### src/rtl/ramb16_port_pkg.sv
// Shared definitions for the RAMB16_S2 port master: FSM encoding and default geometry.
package ramb16_port_pkg;

    localparam int unsigned AW_DEF = 13;
    localparam int unsigned DW_DEF = 2;

    typedef enum logic [0:0] {
        IDLE = 1'b0,
        FILL = 1'b1
    } state_t;

endpackage

### src/rtl/ram_rsp_fifo.sv
// Small synchronous response FIFO with occupancy count; head is visible while not empty.
module ram_rsp_fifo #(
    parameter int DW    = 2,
    parameter int DEPTH = 2,
    localparam int PW   = (DEPTH > 1) ? $clog2(DEPTH) : 1,
    localparam int CW   = $clog2(DEPTH + 1)
) (
    input  logic          clk,
    input  logic          ssr,
    input  logic          push,
    input  logic [DW-1:0] push_data,
    input  logic          pop,
    output logic [DW-1:0] head,
    output logic [CW-1:0] count,
    output logic          empty
);

    logic [DW-1:0] mem_r [DEPTH];
    logic [PW-1:0] wr_ptr_r;
    logic [PW-1:0] rd_ptr_r;
    logic [CW-1:0] count_r;
    logic          full_s;
    logic          push_ok_s;
    logic          pop_ok_s;

    function automatic logic [PW-1:0] ptr_inc(input logic [PW-1:0] p);
        if (p == PW'(DEPTH - 1)) begin
            return {PW{1'b0}};
        end else begin
            return p + PW'(1);
        end
    endfunction

    assign empty     = (count_r == {CW{1'b0}});
    assign full_s    = (count_r == CW'(DEPTH));
    // A push into a full FIFO is only legal when the head leaves in the same cycle.
    assign pop_ok_s  = pop && !empty;
    assign push_ok_s = push && (!full_s || pop_ok_s);
    assign head      = mem_r[rd_ptr_r];
    assign count     = count_r;

    // Storage array: data only, no reset so it maps onto plain registers/LUT RAM.
    always_ff @(posedge clk) begin
        if (push_ok_s) begin
            mem_r[wr_ptr_r] <= push_data;
        end
    end

    // Pointer and occupancy bookkeeping; simultaneous push and pop leave the count unchanged.
    always_ff @(posedge clk) begin
        if (ssr) begin
            wr_ptr_r <= {PW{1'b0}};
            rd_ptr_r <= {PW{1'b0}};
            count_r  <= {CW{1'b0}};
        end else begin
            if (push_ok_s) begin
                wr_ptr_r <= ptr_inc(wr_ptr_r);
            end
            if (pop_ok_s) begin
                rd_ptr_r <= ptr_inc(rd_ptr_r);
            end
            case ({push_ok_s, pop_ok_s})
                2'b10:   count_r <= count_r + CW'(1);
                2'b01:   count_r <= count_r - CW'(1);
                default: count_r <= count_r;
            endcase
        end
    end

endmodule

### src/rtl/ramb16_s2_port_master.sv
// Host-side initiator for one RAMB16_S2 port: request channel, buffered read
// responses that hide the one-cycle RAM latency, and a whole-array fill engine.
module ramb16_s2_port_master
    import ramb16_port_pkg::*;
#(
    parameter int ADDR_WIDTH = AW_DEF,
    parameter int DATA_WIDTH = DW_DEF,
    parameter int RSP_DEPTH  = 2
) (
    input  logic                  clk,
    input  logic                  ssr,
    input  logic                  req_valid,
    output logic                  req_ready,
    input  logic                  req_we,
    input  logic [ADDR_WIDTH-1:0] req_addr,
    input  logic [DATA_WIDTH-1:0] req_data,
    output logic                  rsp_valid,
    input  logic                  rsp_ready,
    output logic [DATA_WIDTH-1:0] rsp_data,
    input  logic                  fill_start,
    input  logic [DATA_WIDTH-1:0] fill_value,
    output logic                  fill_busy,
    output logic                  fill_done,
    output logic [ADDR_WIDTH-1:0] ram_addr,
    output logic [DATA_WIDTH-1:0] ram_di,
    output logic                  ram_en,
    output logic                  ram_we,
    output logic                  ram_ssr,
    input  logic [DATA_WIDTH-1:0] ram_do
);

    localparam int CW = $clog2(RSP_DEPTH + 1);

    state_t                  state_r;
    state_t                  state_nxt_s;
    logic [ADDR_WIDTH-1:0]   fill_cnt_r;
    logic [DATA_WIDTH-1:0]   fill_val_r;
    logic                    fill_done_r;
    logic                    rd_inflight_r;
    logic                    fill_last_s;
    logic                    accept_s;
    logic                    accept_rd_s;
    logic                    credit_ok_s;
    logic                    rsp_valid_s;
    logic                    pop_s;
    logic                    fifo_empty_s;
    logic [CW-1:0]           fifo_count_s;
    logic [CW:0]             used_s;
    logic [CW:0]             limit_s;

    assign fill_last_s = (fill_cnt_r == {ADDR_WIDTH{1'b1}});

    // Read credit: slots already owed (buffered + in flight) must leave room for one more.
    // A slot vacated by a same-cycle pop counts as free, which keeps reads streaming at
    // one per cycle while the host drains responses.
    assign used_s      = {1'b0, fifo_count_s} + {{CW{1'b0}}, rd_inflight_r};
    assign limit_s     = (CW + 1)'(RSP_DEPTH) + {{CW{1'b0}}, pop_s};
    assign credit_ok_s = (used_s < limit_s);

    assign rsp_valid_s = !fifo_empty_s && !ssr;
    assign pop_s       = rsp_valid_s && rsp_ready;
    assign accept_rd_s = accept_s && !req_we;

    assign rsp_valid = rsp_valid_s;
    assign fill_busy = (state_r == FILL) && !ssr;
    assign fill_done = fill_done_r && !ssr;
    assign ram_ssr   = 1'b0;

    // Next-state and RAM port drive; RAM pins are combinational so the RAM samples them on the accepting edge.
    always_comb begin
        state_nxt_s = state_r;
        req_ready   = 1'b0;
        accept_s    = 1'b0;
        ram_en      = 1'b0;
        ram_we      = 1'b0;
        ram_addr    = {ADDR_WIDTH{1'b0}};
        ram_di      = {DATA_WIDTH{1'b0}};
        case (state_r)
            IDLE: begin
                if (ssr) begin
                    state_nxt_s = IDLE;
                end else begin
                    // A fill request takes priority; writes need no response slot.
                    req_ready = !fill_start && (req_we || credit_ok_s);
                    accept_s  = req_valid && req_ready;
                    if (fill_start) begin
                        state_nxt_s = FILL;
                    end else begin
                        state_nxt_s = IDLE;
                    end
                    if (accept_s) begin
                        ram_en   = 1'b1;
                        ram_we   = req_we;
                        ram_addr = req_addr;
                        ram_di   = req_data;
                    end else begin
                        ram_en   = 1'b0;
                    end
                end
            end
            FILL: begin
                if (ssr) begin
                    state_nxt_s = IDLE;
                end else begin
                    ram_en   = 1'b1;
                    ram_we   = 1'b1;
                    ram_addr = fill_cnt_r;
                    ram_di   = fill_val_r;
                    if (fill_last_s) begin
                        state_nxt_s = IDLE;
                    end else begin
                        state_nxt_s = FILL;
                    end
                end
            end
            default: begin
                state_nxt_s = IDLE;
            end
        endcase
    end

    // FSM state register.
    always_ff @(posedge clk) begin
        if (ssr) begin
            state_r <= IDLE;
        end else begin
            state_r <= state_nxt_s;
        end
    end

    // Fill engine: counter, latched fill value and the completion pulse.
    always_ff @(posedge clk) begin
        if (ssr) begin
            fill_cnt_r  <= {ADDR_WIDTH{1'b0}};
            fill_val_r  <= {DATA_WIDTH{1'b0}};
            fill_done_r <= 1'b0;
        end else begin
            fill_done_r <= (state_r == FILL) && fill_last_s;
            if ((state_r == IDLE) && fill_start) begin
                fill_cnt_r <= {ADDR_WIDTH{1'b0}};
                fill_val_r <= fill_value;
            end else if ((state_r == FILL) && !fill_last_s) begin
                fill_cnt_r <= fill_cnt_r + ADDR_WIDTH'(1);
            end
        end
    end

    // Marks that RAM_DO carries read data in the following cycle.
    always_ff @(posedge clk) begin
        if (ssr) begin
            rd_inflight_r <= 1'b0;
        end else begin
            rd_inflight_r <= accept_rd_s;
        end
    end

    ram_rsp_fifo #(
        .DW    (DATA_WIDTH),
        .DEPTH (RSP_DEPTH)
    ) u_rsp_fifo (
        .clk       (clk),
        .ssr       (ssr),
        .push      (rd_inflight_r),
        .push_data (ram_do),
        .pop       (pop_s),
        .head      (rsp_data),
        .count     (fifo_count_s),
        .empty     (fifo_empty_s)
    );

endmodule
### config.mk
export PLATFORM = sky130hd
export DESIGN_NAME = ramb16_s2_port_master
export DESIGN_NICKNAME = d
export VERILOG_FILES = /design/src/rtl/ramb16_port_pkg.sv /design/src/rtl/ram_rsp_fifo.sv /design/src/rtl/ramb16_s2_port_master.sv
export SDC_FILE = /design/constraint.sdc
export NUM_CORES = 1
export LEC_CHECK = 0
export BUFFER_PORTS_ARGS = -buffer_cell sky130_fd_sc_hd__buf_2
export CORE_ASPECT_RATIO = 0.8
export CORE_MARGIN = 2
export CORE_UTILIZATION = 42
export DETAILED_ROUTE_END_ITERATION = 7
export PLACE_DENSITY = 0.69
export SYNTH_ARGS = -nofsm -noshare
export SYNTH_HDL_FRONTEND = slang
export SYNTH_SLANG_ARGS = --single-unit
### constraint.sdc
create_clock -name clk -period 5.5 [get_ports clk]
set_input_delay 1.1 -clock clk [delete_from_list [all_inputs] [get_ports clk]]
set_output_delay 1.1 -clock clk [all_outputs]
set_load 0.01 [all_outputs]
==> impl_metrics.csv <==
group,metric,value,unit
run_status,status,"finished clean",
sta,timing.final.crit_share,0.6867,
cts,cts_resized,0,
sta,skew,0.001868,ns
yosys,synth_commonest_cells,"23 x dfxtp_1, 18 x nor2_1, 15 x a22o_1, 9 x nand3_1",
cts,root_buffer,"clkbuf_8",
worst_hold_path,hold_path_class,"reg2reg",
setup_path,worstSetupPathType,"in2out",
drt,vias_per_cell,5.580,
power_and_ir_drop,p_int,0.2755,mW
sta,fmax,0.2648,GHz
drt,vias,1356,
yosys,synth_flop_cell,"dfxtp_1",
sta,tns,0,ns
drt,drt_first_pass_iters,4,
placed_design,place.gp.congestion,0.8971,
yosys,asyncSetResetFlopFracSynth,0,
yosys,syn_avg_cell_area,9.229,um^2
power_and_ir_drop,seq_power_share,0.566,
yosys,ys_warn_count,0,
sta,setup_viol,0,
power_and_ir_drop,irDropWorstVdd,0.1071,mV
yosys,synth-edff-count,4,
sta,grt_setup_unrepaired,"no",
cts,post-cts-setup-buffers,0,
power_and_ir_drop,power.total,0.3671,mW
cts,postCtsHoldBufs,0,
layout,n_fill_cell,328,
cts,clk_pin_slew,0.09,ns
cts,cts.sinks,27,
global_routing,track_usage,0.1670,
setup_path,critPathRequiredTime,4.40,ns
global_routing,grt_max_degree,19,
cts,cts_buffers,3,
global_routing,grt_pass1_wl,5306,um
sta,min_period,3.777,ns
drt,wl_per_cell,13.18,um
floorplanning,core-area,3376,um^2
layout,diodes,0,
yosys,synthXorXnorAreaFrac,0.03022,
yosys,synth_most_common_cell,"dfxtp_1",
sta,final_hold_viol_count,0,
setup_path,cp.arrival,2.68,ns
drt,ant_nets,0,
sta,worst_pin_slew,0.8622,ns
setup_path,start_kind,"input pin",
cts,clock_latency,0.27,ns
yosys,syn_nets,186,
yosys,synth_adder_area_share,0.03454,
yosys,synthMuxAreaShare,0.04318,
power_and_ir_drop,pwr-share-comb,0.123,
yosys,synth_top_family_by_area,"simple AND/OR/NAND/NOR gates",
floorplanning,die_area,3939,um^2
yosys,ys_seq_elements,27,
global_routing,grt_pass1_vias,1179,
yosys,synth_top_cell_by_area,"dfxtp_1",
yosys,synth_top_area_frac,0.3178,
sta,max_slew_margin,0.4189,
yosys,synth_compound_area_frac,0.2064,
drt,drt-total-wl,3203,um
floorplanning,die_h,56.54,um
cts,cts_tree,"done",
layout,drive_gt1_frac,0.3035,
power_and_ir_drop,clkPwrFrac,0.311,
setup_path,path_max_fanout,17,
cts,htreeDepth,1,
power_and_ir_drop,cellLeakagePower,0.7644,nW
placed_design,portBuffers,47,
power_and_ir_drop,p_sw_frac,0.2496,
placed_design,dp_hpwl,2377,um
floorplanning,pin_count,49,
drt,drc,0,
global_routing,antenna_found_initial,0,
layout,final_nets,231,
floorplanning,rows,19,
yosys,ys_types,44,
floorplanning,die_w,69.67,um
yosys,synth-seq-area-share,0.4007,
yosys,yosys-top-cells-area,"dfxtp_1 32%, a22o_1 9.1%, edfxtp_1 8.3%",
sta,drv_slew,0,
cts,cts_buffer_depth,2,
flow_run,maxCapViolations,0,
yosys,syn_inst,157,
power_and_ir_drop,p_switching,0.09162,mW
layout,syn2layout_area_growth,19.86,%
floorplanning,start_util,0.4292,
setup_path,end_kind,"output port",
power_and_ir_drop,power_density,211.4,nW/um^2
global_routing,overflow,0,
drt,first_iter_violations,65,
yosys,syn_area,1449,um^2
yosys,synth-simple-area-share,0.2332,
registers in the layout (all words and copies together), names as in the netlist, named ones only:
name,flops
u_rsp_fifo.rd_ptr_r,1
state_r,1
rd_inflight_r,1
fill_cnt_r,13
fill_done_r,1
fill_val_r,2
u_rsp_fifo.mem_r,4
u_rsp_fifo.wr_ptr_r,1
u_rsp_fifo.count,2
worst paths after layout:
path	startpoint	endpoint	slack, ns	cells past startpoint
hold / removal	fill_cnt_r[11]	fill_cnt_r[11]	0.53	2
setup reg to reg	fill_cnt_r[0]	fill_cnt_r[3]	3.41	5
setup / recovery	ssr	ram_di[1]	1.72	6
hold reg to reg	fill_cnt_r[11]	fill_cnt_r[11]	0.53	2
layer usage:
layer  track usage  up-vias  wire (um)
met4       0.06593        0         16
met3       0.03052        2        178
met5             0        -          0
met2        0.2706       44       1557
li1              -      671          -
met1        0.2221      639       1450
final cells by class:
class                           count  area, um^2  area share
Timing Repair Buffer               48       242.7      0.1398
Multi-Input combinational cell    118       797.0      0.4589
Inverter                            4       15.01    0.008646
Clock buffer                        3       41.29     0.02378
Sequential cell                    27       580.6      0.3343
Tap cell                           42       52.55     0.03026
Clock inverter                      1       7.507    0.004323
layout by cell type, fill, tap and decap left out, types with 3 or more instances in the layout:
| master | synthesis | layout |
|---|---|---|
| ha_1 | 4 | 4 |
| inv_1 | 4 | 4 |
| nor2_1 | 18 | 18 |
| and3_1 | 3 | 3 |
| or3_1 | 6 | 6 |
| xnor2_1 | 3 | 3 |
| nand3_1 | 9 | 9 |
| mux2i_1 | 4 | 4 |
| o21ai_0 | 5 | 5 |
| a21oi_1 | 6 | 6 |
| nor2b_1 | 5 | 5 |
| nor3_1 | 4 | 4 |
| dfxtp_1 | 23 | 23 |
| clkbuf_8 | 0 | 3 |
| edfxtp_1 | 4 | 4 |
| a22o_1 | 15 | 15 |
| nand2_1 | 6 | 6 |
| buf_2 | 3 | 47 |
| nand4_1 | 3 | 3 |
critical path: stages:
cell and delay (ns):
buf_2 0.20, nor3_1 0.33, nand2_1 0.14, nor2_2 0.55, a22o_1 0.22, buf_2 0.13
cells by family after synthesis:
logic type / after synthesis
adder cells (fa/ha/maj): 4
buffers and inverters: 12
AND/OR/NAND/NOR: 64
multiplexers: 6
AO/OA/AOI/OAI: 38
other: 1
flip-flops: 27
XOR/XNOR: 5
through the flow:
| step | setup WS (ns) | util | instances | hold WS [ns] | cell area, um^2 |
|---|---|---|---|---|---|
| 3_3_place_gp | 1.836 | 0.5000 | 239 | 0.4939 | 1688 |
| 3_5_place_dp | 1.705 | 0.5000 | 239 | 0.5035 | 1688 |
| 4_1_cts | 1.708 | 0.5145 | 243 | 0.5288 | 1737 |
| 2_1_floorplan | 2.353 | - | 157 | 0.4608 | 1449 |
| 5_1_grt | 1.562 | 0.5145 | 243 | 0.5715 | 1737 |
| 6_report | 1.723 | 0.5145 | 243 | 0.5262 | 1737 |
power by group through the flow:
| stage | combinational [mW] | sequential (mW) | clock (mW) |
|---|---|---|---|
| finish | 0.0453 | 0.208 | 0.114 |
| global route | 0.0506 | 0.209 | 0.127 |
| CTS | 0.0459 | 0.208 | 0.117 |
| detailed placement | 0.0458 | 0.212 | 0 |
| global placement | 0.0442 | 0.212 | 0 |
| floorplan | 0.0303 | 0.211 | 0 |
(Power assumes the default switching activity.)
